**src/rtl/fp_mul_seq.sv**
```systemverilog
// Sequential IEEE-754 multiplier (shift-add significand, one-cycle normalise/round), width-generic.
// Latency MAN_W+3 cycles (1 for special operands); result held in DONE until ready_out, no input accepted while busy.
module fp_mul_seq #(
   parameter int EXP_W = 8,
   parameter int MAN_W = 23
) (
   input  logic                       clk,
   input  logic                       reset,
   input  logic                       valid_in,
   output logic                       ready_in,
   input  logic [1+EXP_W+MAN_W-1:0]   A,
   input  logic [1+EXP_W+MAN_W-1:0]   B,
   input  logic [1:0]                 round_mode,
   output logic                       valid_out,
   input  logic                       ready_out,
   output logic [1+EXP_W+MAN_W-1:0]   result,
   output logic                       error,
   output logic                       overflow,
   output logic                       underflow,
   output logic                       inexact
);

   localparam int W      = 1 + EXP_W + MAN_W;
   localparam int SIG_W  = MAN_W + 1;
   localparam int PROD_W = 2 * SIG_W;
   localparam int XW     = EXP_W + 2;
   localparam int CNT_W  = $clog2(SIG_W + 1);

   localparam logic signed [XW-1:0] BIAS     = XW'(2 ** (EXP_W - 1) - 1);
   localparam logic signed [XW-1:0] EXP_MAX  = XW'(2 ** EXP_W - 1);
   localparam logic signed [XW-1:0] EXP_ZERO = '0;
   localparam logic [CNT_W-1:0]     CNT_LAST = CNT_W'(SIG_W - 1);

   typedef enum logic [1:0] {
      S_IDLE,
      S_MUL,
      S_RND,
      S_DONE
   } state_t;

   state_t state, state_nxt;

   logic                    sign_q;
   logic [1:0]              mode_q;
   logic signed [XW-1:0]    exp_q;
   logic [SIG_W-1:0]        mcand_q;
   logic [SIG_W-1:0]        mplier_q;
   logic [PROD_W-1:0]       acc_q;
   logic [CNT_W-1:0]        cnt_q;

   // Operand field decode
   logic             a_sign, b_sign;
   logic [EXP_W-1:0] a_exp, b_exp;
   logic [MAN_W-1:0] a_frac, b_frac;
   logic             a_zero, b_zero, a_inf, b_inf, a_nan, b_nan;
   logic             spec_nan, spec_inf, spec_zero, special;
   logic [W-1:0]     spec_res;

   assign a_sign = A[W-1];
   assign b_sign = B[W-1];
   assign a_exp  = A[W-2:MAN_W];
   assign b_exp  = B[W-2:MAN_W];
   assign a_frac = A[MAN_W-1:0];
   assign b_frac = B[MAN_W-1:0];

   assign a_zero = (a_exp == '0);
   assign b_zero = (b_exp == '0);
   assign a_inf  = (&a_exp) && (a_frac == '0);
   assign b_inf  = (&b_exp) && (b_frac == '0);
   assign a_nan  = (&a_exp) && (|a_frac);
   assign b_nan  = (&b_exp) && (|b_frac);

   assign spec_nan  = a_nan || b_nan || (a_inf && b_zero) || (b_inf && a_zero);
   assign spec_inf  = a_inf || b_inf;
   assign spec_zero = a_zero || b_zero;
   assign special   = spec_nan || spec_inf || spec_zero;

   always_comb begin
      spec_res = '0;
      if (spec_nan)
         spec_res = {1'b0, {EXP_W{1'b1}}, 1'b1, {(MAN_W-1){1'b0}}};
      else if (spec_inf)
         spec_res = {a_sign ^ b_sign, {EXP_W{1'b1}}, {MAN_W{1'b0}}};
      else
         spec_res = {a_sign ^ b_sign, {(W-1){1'b0}}};
   end

   // One shift-add step: add into the upper half, then shift the accumulator right
   logic [SIG_W:0]    add_sum;
   logic [PROD_W-1:0] acc_nxt;

   assign add_sum = {1'b0, acc_q[PROD_W-1:SIG_W]} + (mplier_q[0] ? {1'b0, mcand_q} : '0);
   assign acc_nxt = {add_sum, acc_q[SIG_W-1:1]};

   // Normalise, round, range check
   logic [PROD_W-1:0]    norm;
   logic [SIG_W-1:0]     sig;
   logic                 g_bit, s_bit, round_up, carry;
   logic [SIG_W:0]       sig_rnd;
   logic [MAN_W-1:0]     frac_f;
   logic signed [XW-1:0] exp_n, exp_f;
   logic                 ovf, unf, inf_ok;
   logic [W-1:0]         rnd_res;

   assign norm    = acc_q[PROD_W-1] ? acc_q : {acc_q[PROD_W-2:0], 1'b0};
   assign sig     = norm[PROD_W-1:SIG_W];
   assign g_bit   = norm[SIG_W-1];
   assign s_bit   = |norm[SIG_W-2:0];
   assign exp_n   = exp_q + $signed({{(XW-1){1'b0}}, acc_q[PROD_W-1]});

   always_comb begin
      round_up = 1'b0;
      case (mode_q)
         2'b00:   round_up = (g_bit || s_bit) && !sign_q;
         2'b01:   round_up = (g_bit || s_bit) && sign_q;
         2'b10:   round_up = g_bit && (s_bit || sig[0]);
         default: round_up = g_bit;
      endcase
   end

   assign sig_rnd = {1'b0, sig} + {{SIG_W{1'b0}}, round_up};
   assign carry   = sig_rnd[SIG_W];
   assign frac_f  = carry ? sig_rnd[MAN_W:1] : sig_rnd[MAN_W-1:0];
   assign exp_f   = exp_n + $signed({{(XW-1){1'b0}}, carry});
   assign ovf     = (exp_f >= EXP_MAX);
   assign unf     = (exp_f <= EXP_ZERO);
   // Directed modes saturate to max-finite when rounding away from the overflow direction
   assign inf_ok  = mode_q[1] || (mode_q == 2'b00 && !sign_q) || (mode_q == 2'b01 && sign_q);

   always_comb begin
      rnd_res = '0;
      if (ovf) begin
         if (inf_ok)
            rnd_res = {sign_q, {EXP_W{1'b1}}, {MAN_W{1'b0}}};
         else
            rnd_res = {sign_q, {(EXP_W-1){1'b1}}, 1'b0, {MAN_W{1'b1}}};
      end else if (unf) begin
         rnd_res = {sign_q, {(W-1){1'b0}}};
      end else begin
         rnd_res = {sign_q, exp_f[EXP_W-1:0], frac_f};
      end
   end

   // Control FSM
   always_ff @(posedge clk) begin
      if (reset)
         state <= S_IDLE;
      else
         state <= state_nxt;
   end

   always_comb begin
      state_nxt = state;
      ready_in  = 1'b0;
      valid_out = 1'b0;
      case (state)
         S_IDLE: begin
            ready_in = 1'b1;
            if (valid_in)
               state_nxt = special ? S_DONE : S_MUL;
         end
         S_MUL: begin
            if (cnt_q == CNT_LAST)
               state_nxt = S_RND;
         end
         S_RND: begin
            state_nxt = S_DONE;
         end
         S_DONE: begin
            valid_out = 1'b1;
            if (ready_out)
               state_nxt = S_IDLE;
         end
         default: state_nxt = S_IDLE;
      endcase
   end

   // Datapath
   always_ff @(posedge clk) begin
      if (reset) begin
         sign_q    <= 1'b0;
         mode_q    <= 2'b00;
         exp_q     <= '0;
         mcand_q   <= '0;
         mplier_q  <= '0;
         acc_q     <= '0;
         cnt_q     <= '0;
         result    <= '0;
         error     <= 1'b0;
         overflow  <= 1'b0;
         underflow <= 1'b0;
         inexact   <= 1'b0;
      end else begin
         case (state)
            S_IDLE: begin
               if (valid_in) begin
                  sign_q   <= a_sign ^ b_sign;
                  mode_q   <= round_mode;
                  exp_q    <= $signed({2'b00, a_exp}) + $signed({2'b00, b_exp}) - BIAS;
                  mcand_q  <= {1'b1, a_frac};
                  mplier_q <= {1'b1, b_frac};
                  acc_q    <= '0;
                  cnt_q    <= '0;
                  if (special) begin
                     result    <= spec_res;
                     error     <= spec_nan;
                     overflow  <= 1'b0;
                     underflow <= 1'b0;
                     inexact   <= 1'b0;
                  end
               end
            end
            S_MUL: begin
               acc_q    <= acc_nxt;
               mplier_q <= {1'b0, mplier_q[SIG_W-1:1]};
               cnt_q    <= cnt_q + 1'b1;
            end
            S_RND: begin
               result    <= rnd_res;
               error     <= 1'b0;
               overflow  <= ovf;
               underflow <= unf && !ovf;
               inexact   <= g_bit || s_bit || ovf || unf;
            end
            default: ;
         endcase
      end
   end

endmodule
```
**config.mk**
```make
export PLATFORM = sky130hd
export DESIGN_NAME = fp_mul_seq
export DESIGN_NICKNAME = d
export VERILOG_FILES = /design/src/rtl/fp_mul_seq.sv
export SDC_FILE = /design/constraint.sdc
export NUM_CORES = 1
export LEC_CHECK = 0
export CORE_UTILIZATION = 41
export CTS_BUF_LIST = sky130_fd_sc_hd__clkbuf_4 sky130_fd_sc_hd__clkbuf_8 sky130_fd_sc_hd__clkbuf_16
export CTS_CLUSTER_DIAMETER = 150
export CTS_CLUSTER_SIZE = 28
export DETAILED_ROUTE_END_ITERATION = 7
export GPL_ROUTABILITY_DRIVEN = 0
export GPL_TIMING_DRIVEN = 0
export PLACE_DENSITY = 0.64
export SYNTH_ARGS = -nofsm -noshare
export SYNTH_HDL_FRONTEND = slang
export SYNTH_SLANG_ARGS = --single-unit
```
**constraint.sdc**
```tcl
create_clock -name clk -period 7.45 [get_ports clk]
set_input_delay 1.49 -clock clk [delete_from_list [all_inputs] [get_ports clk]]
set_output_delay 1.49 -clock clk [all_outputs]
set_load 0.03 [all_outputs]
```
==> reports/qor.txt, run 1 <==
total global routing overflow = 0
Post-Synth Adder-Cell Area = 7.45%
DRC viols = 0
WP data required = 7.76 ns
Tot GR Track Use = 23.6%
PortBufs = 106
initial drt markers = 587
PwrDens = 259 nW/um^2
CTS buffer count = 17
largest family of logic cells by synthesized area = compound AO/OA/AOI/OAI gates
Avg Cell Area, Syn = 8.06 um^2
most common cell in the netlist = dfxtp_1
reg2reg setup slack = 0.68 ns
Syn Inst Count = 1100
Post-Syn Area = 8860 um^2
largest net degree at the start of global routing = 17
1st-pass router iterations = 5
Worst Hold Depth = 2
fin crit share = 90.9%
Synth area leader = dfxtp_1
Skew-Pair Late Insertion Delay = 0.44 ns
Area Overhead vs Synth = 22.6%
status = completed
Avg Vias per Cell = 5.70
final WL = 25300 um
WP data arrival = 7.08 ns
endpoints failing setup = 0
clk slew on worst S/H paths = 0.06 ns
CTS Hold Buffers Added = 0
Reg2Reg Depth = 26
Antenna diodes = 0
Worst slew margin = 26.4%
worst min-delay path category = reg -> reg
initial antenna violation count = 0
die area = 22200 um^2
syn_nets = 1221
CTS tree = done
htree depth = 4
fraction of layout cells with a size suffix above 1 = 5.34%
# nets final = 1346
Routed Antenna Nets = 0
Die X = 149 um
Worst setup EP type = register
CP startpoint kind = register
Chip Height = 149 um
Crit Path Category = reg -> reg
Lkg Pwr = 0.00413 uW
Post-synth EDFFs = 0
Num Clock Sinks = 152
Max Fanout on Critical Path = 10
Fin. Hold Viols = 0
Post-Synth XOR/XNOR Area = 3.66%
number of global-route vias before repair = 8084
Setup TNS = 0 ns
post-synthesis simple-gate area fraction = 23.3%
number of max-cap violations = 0
root buf cell = clkbuf_16
Synth top cells by count = dfxtp_1 (152), nor2_1 (124), nand2_1 (121), a21oi_1 (79), clkbuf_1 (50)
Area contributors post-synth = dfxtp_1 (34%), ha_1 (6.8%), nor2_1 (5.3%), nand2_1 (5.1%), a21oi_1 (4.5%)
Pwr Total = 2810 uW
unrepaired setup endpoints after global routing = no
CORE AREA = 21100 um^2
Synth Warn # = 0
Clock Skews = 0.0129 ns
vias post-DR = 8625
WHS = 0.445 ns
Clock Tree Buf Depth = 2
WL/cell = 16.8 um
postcts setup bufs = 0
Unique masters post-synth = 72
Rows = 53
asr flop ratio synth = 0%
Synth top area share = 34.3%
Max Fclk = 148 MHz
fin. max-slew vios = 0
Post-DP HPWL = 19500 um
Synth Area in Compound Gates = 24.5%
crit path time final = 6.77 ns
post-CTS resize count = 0
Synth Register Bits = 152
post-synthesis mux area share = 1.98%
dominant synthesized flop cell = dfxtp_1
first-pass GRT wire length = 41300 um
Least-Margin Pin Slew = 1.10 ns
worst vdd ir = 0.000240 V
Initial Utilization = 42.0%
Ports = 108
Util after Layout = 51.5%
Fillers = 2063
register area share after synthesis = 34.3%
-- report_power, final --
part	leakage [uW]	internal (uW)	switching [uW]
combinational	0.00262	322	580
sequential	0.00124	940	86.1
clock	0.000279	536	348
total	0.00413	1800	1010
-- cell families (layout without fill, tap and decap cells) --
group | Yosys count | in the layout
DFF | 152 | 152
buffers and inverters | 102 | 239
and+or+nand+nor | 427 | 427
muxes | 17 | 17
AOI/OAI and AO/OA | 314 | 314
adders and majority gates | 51 | 51
xor gates and xnor gates | 37 | 37
-- flip-flops by register name, indices dropped and copies added, names as in the netlist --
signal	count
error	1
state	2
inexact	1
exp_q	10
underflow	1
result	32
cnt_q	5
mcand_q	24
mplier_q	24
sign_q	1
overflow	1
acc_q	48
mode_q	2
-- area by class of cell --
type / count / area (um^2) / area share [%]
Buffer: 72 / 310 / 2.86
Tap cell: 275 / 344 / 3.17
Clock inverter: 11 / 150 / 1.38
Inverter: 30 / 113 / 1.04
Sequential cell: 152 / 3040 / 28.0
Multi-Input combinational cell: 846 / 5400 / 49.7
Timing Repair Buffer: 106 / 1060 / 9.76
Clock buffer: 20 / 448 / 4.12
-- cells in the final DEF (no fill, tap or decap), types with 11 or more instances in the layout --
master | netlist | layout
clkbuf_16 | 0 | 17
a211oi_1 | 24 | 24
nor2_1 | 124 | 124
nor4_1 | 26 | 26
a22oi_1 | 38 | 38
nand4_1 | 16 | 16
a21o_1 | 15 | 15
a21oi_1 | 79 | 79
a22o_1 | 14 | 14
clkdlybuf4s50_1 | 0 | 106
o21ai_0 | 26 | 26
a31oi_1 | 11 | 11
o21ai_1 | 12 | 12
xnor2_1 | 27 | 27
ha_1 | 48 | 48
nand2_1 | 121 | 121
and2_1 | 32 | 32
inv_1 | 30 | 30
mux2i_1 | 13 | 13
dfxtp_1 | 152 | 152
clkbuf_1 | 50 | 50
nor3_1 | 44 | 44
o22ai_1 | 24 | 24
buf_2 | 14 | 14
-- worst max-delay path, cell delays in order (launching register included) --
cell	delay, ns
dfxtp_1	0.33
buf_4	0.18
clkbuf_1	0.39
clkbuf_1	0.50
mux2_2	0.28
nor2_1	0.04
a21oi_1	0.15
a21oi_1	0.09
nor2_1	0.10
ha_1	0.24
ha_1	0.23
and3_1	0.16
buf_2	0.16
nand4_2	0.32
nor2_8	0.29
o2111ai_4	0.21
fa_1	0.47
inv_1	0.08
ha_1	0.29
nand3_2	0.16
or3_1	0.35
a2111o_1	0.48
a21boi_4	0.35
a211oi_1	0.16
and2_1	0.19
buf_6	0.14
a221o_1	0.29
-- metal layers --
layer / routed length [um] / track usage, %
met1: 11900 / 31.6
met2: 11400 / 37.6
met3: 1390 / 4.07
met4: 574 / 8.93
met5: 0 / 0
-- per-stage QoR --
step / std cells / setup slack [ns] / instance area [um^2]
after floorplan: 1100 / 1.82 / 8860
final: 1512 / 0.678 / 10900
after CTS: 1512 / 0.740 / 10900
after detailed placement: 1481 / 0.763 / 10300
after global placement: 1481 / 0.827 / 10300
after global routing: 1512 / 0.0353 / 10900
-- worst paths after layout --
check,start,to
setup / recovery,acc_q[47]$_SDFFE_PP0P_,result[17]$_SDFFE_PP0P_
hold / removal,result[15]$_SDFFE_PP0P_,result[15]$_SDFFE_PP0P_
setup reg to reg,acc_q[47]$_SDFFE_PP0P_,result[17]$_SDFFE_PP0P_
hold reg to reg,result[15]$_SDFFE_PP0P_,result[15]$_SDFFE_PP0P_
(Power assumes the default switching activity.)
==> run 2: changes to the inputs <==
--- a/config.mk
+++ b/config.mk
@@ -5,10 +5,9 @@
 export SDC_FILE = /design/constraint.sdc
 export NUM_CORES = 1
 export LEC_CHECK = 0
+export ABC_AREA = 0
 export CORE_UTILIZATION = 41
 export CTS_BUF_LIST = sky130_fd_sc_hd__clkbuf_4 sky130_fd_sc_hd__clkbuf_8 sky130_fd_sc_hd__clkbuf_16
-export CTS_CLUSTER_DIAMETER = 150
-export CTS_CLUSTER_SIZE = 28
 export DETAILED_ROUTE_END_ITERATION = 7
 export GPL_ROUTABILITY_DRIVEN = 0
 export GPL_TIMING_DRIVEN = 0
==> results of run 2 <==
Final layout, timing and power as in run 1 (identical DEF).
==> run 3: changes to the inputs <==
--- a/config.mk
+++ b/config.mk
@@ -6,12 +6,12 @@
 export NUM_CORES = 1
 export LEC_CHECK = 0
 export ABC_AREA = 0
-export CORE_UTILIZATION = 41
+export CORE_UTILIZATION = 57
 export CTS_BUF_LIST = sky130_fd_sc_hd__clkbuf_4 sky130_fd_sc_hd__clkbuf_8 sky130_fd_sc_hd__clkbuf_16
 export DETAILED_ROUTE_END_ITERATION = 7
 export GPL_ROUTABILITY_DRIVEN = 0
 export GPL_TIMING_DRIVEN = 0
-export PLACE_DENSITY = 0.64
+export PLACE_DENSITY = 0.83
 export SYNTH_ARGS = -nofsm -noshare
 export SYNTH_HDL_FRONTEND = slang
 export SYNTH_SLANG_ARGS = --single-unit
==> reports/qor.txt, run 3 (same netlist as run 1, synthesis figures left out) <==
status = completed (unchanged)
WP data required = 7.77 ns (was 7.76 ns)
total global routing overflow = 0 (unchanged)
die area = 16100 um^2 (was 22200 um^2)
Least-Margin Pin Slew = 1.18 ns (was 1.10 ns)
Skew-Pair Late Insertion Delay = 0.43 ns (was 0.44 ns)
PwrDens = 255 nW/um^2 (was 259 nW/um^2)
DRC viols = 0 (unchanged)
Fillers = 1234 (was 2063)
Ports = 108 (unchanged)
Avg Vias per Cell = 6.16 (was 5.70)
fraction of layout cells with a size suffix above 1 = 5.41% (was 5.34%)
post-CTS resize count = 0 (unchanged)
Initial Utilization = 58.3% (was 42.0%)
most common cell after layout, fill and taps aside = dfxtp_1 (unchanged)
WL/cell = 16.9 um (was 16.8 um)
Worst setup EP type = register (unchanged)
htree depth = 4 (unchanged)
# placed instances = 1394 (was 1481)
Worst slew margin = 21.0% (was 26.4%)
Routed Antenna Nets = 0 (unchanged)
CTS tree = done (unchanged)
Fin. Hold Viols = 0 (unchanged)
Biggest register = acc_q (unchanged)
Critical path buffers and inverters = 7 (was 6)
final WL = 24000 um (was 25300 um)
first-pass GRT wire length = 39200 um (was 41300 um)
Area Overhead vs Synth = 21.0% (was 22.6%)
Crit Path Category = reg -> reg (unchanged)
max reg flops = 48 (unchanged)
Num Clock Sinks = 152 (unchanged)
PortBufs = 106 (unchanged)
CP delay by family, top = buffers and inverters (was compound AO/OA/AOI/OAI gates)
Final Cell Area = 10700 um^2 (was 10900 um^2)
Die X = 127 um (was 149 um)
largest net degree at the start of global routing = 17 (unchanged)
WHS = 0.446 ns (was 0.445 ns)
pre-CTS setup slack = 0.909 ns (was 0.763 ns)
Top Registers = acc_q: 48 flops, result: 32 flops (unchanged)
worst setup margin = 0.815 ns (was 0.678 ns)
vias post-DR = 8785 (was 8625)
crit path time final = 6.63 ns (was 6.77 ns)
number of global-route vias before repair = 8131 (was 8084)
crit-path max cell delay = 0.48 ns (was 0.50 ns)
root buf cell = clkbuf_16 (unchanged)
unrepaired setup endpoints after global routing = no (unchanged)
placed cell areas = 10200 um^2 (was 10300 um^2)
initial drt markers = 695 (was 587)
Clock Skews = 0.00892 ns (was 0.0129 ns)
CTS buffer count = 17 (unchanged)
1st-pass router iterations = 5 (unchanged)
Antenna diodes = 0 (unchanged)
postcts setup bufs = 0 (unchanged)
worst min-delay path category = reg -> reg (unchanged)
# nets final = 1346 (unchanged)
CTS Hold Buffers Added = 0 (unchanged)
CORE AREA = 15200 um^2 (was 21100 um^2)
Setup TNS = 0 ns (unchanged)
Worst path slowest cell = clkbuf_1 (unchanged)
clk slew on worst S/H paths = 0.06 ns (about the same)
worst vdd ir = 0.000228 V (was 0.000240 V)
endpoints failing setup = 0 (unchanged)
WP data arrival = 6.95 ns (was 7.08 ns)
fin crit share = 89.1% (was 90.9%)
initial antenna violation count = 0 (unchanged)
Post-DP HPWL = 18100 um (was 19500 um)
commonest non-fill, non-tap cells in the layout = dfxtp_1 (152), nor2_1 (124), nand2_1 (121) (unchanged)
Tot GR Track Use = 30.5% (was 23.6%)
Max Fclk = 151 MHz (was 148 MHz)
Chip Height = 127 um (was 149 um)
Clock Tree Buf Depth = 2 (unchanged)
final cell count without fillers = 1426 (was 1512)
fin. max-slew vios = 0 (unchanged)
CP startpoint kind = register (unchanged)
Max Fanout on Critical Path = 10 (unchanged)
Rows = 45 (was 53)
number of max-cap violations = 0 (unchanged)
Lkg Pwr = 0.00413 uW (about the same)
==> run 3: changes by cell type in the layout (fill, tap and decap cells not counted), sizes merged <==
cell,change
bufinv,-3
clkbuf,+3
clkinv,+3
clkinvlp,-2
==> run 3: final timing paths <==
kind                          startpoint                       to  slack (ns)  cells after the start
setup / recovery  acc_q[47]$_SDFFE_PP0P_  result[17]$_SDFFE_PP0P_        0.82                     27
hold / removal    result[9]$_SDFFE_PP0P_   result[9]$_SDFFE_PP0P_        0.45                      2
setup reg to reg  acc_q[47]$_SDFFE_PP0P_  result[17]$_SDFFE_PP0P_        0.82                     27
hold reg to reg   result[9]$_SDFFE_PP0P_   result[9]$_SDFFE_PP0P_        0.45                      2
==> run 3: routing by layer <==
| metal | track usage, % | part of all wire [%] | vias to the layer above |
|---|---|---|---|
| met4 | 12.7 | 2.6 | 0 |
| met2 | 50.6 | 47 | 361 |
| met1 | 38.5 | 44 | 4084 |
| li1 | - | - | 4285 |
| met3 | 6.66 | 7.0 | 55 |
| met5 | 0 | 0 | - |
==> run 3: worst min-delay path: cells and delay by family, from the launching register on <==
family           cells  cell delay (ns)
flip-flops           1             0.31
AND/OR/NAND/NOR      1             0.05
AO/OA/AOI/OAI        1             0.05
==> run 3: through the flow <==
| stage | util, % | power, uW |
|---|---|---|
| floorplan | - | 1640 |
| global placement | 66.8 | 1900 |
| detailed placement | 66.8 | 1920 |
| CTS | 70.5 | 2730 |
| global route | 70.5 | 2890 |
| finish | 70.5 | 2740 |
==> run 3: cell type report <==
class / count / area, um^2 / area share, %
Inverter: 30 / 113 / 1.05
Multi-Input combinational cell: 846 / 5400 / 50.3
Clock inverter: 9 / 67.6 / 0.630
Sequential cell: 152 / 3040 / 28.4
Timing Repair Buffer: 106 / 1060 / 9.89
Clock buffer: 23 / 495 / 4.62
Tap cell: 188 / 235 / 2.19
Buffer: 72 / 310 / 2.89
==> run 3: power breakdown <==
| group | internal (uW) | total (uW) | switching (uW) | leakage, uW |
|---|---|---|---|---|
| Combinational | 322 | 898 | 576 | 0.00262 |
| Sequential | 940 | 1030 | 85.9 | 0.00124 |
| Clock | 469 | 814 | 345 | 0.000273 |
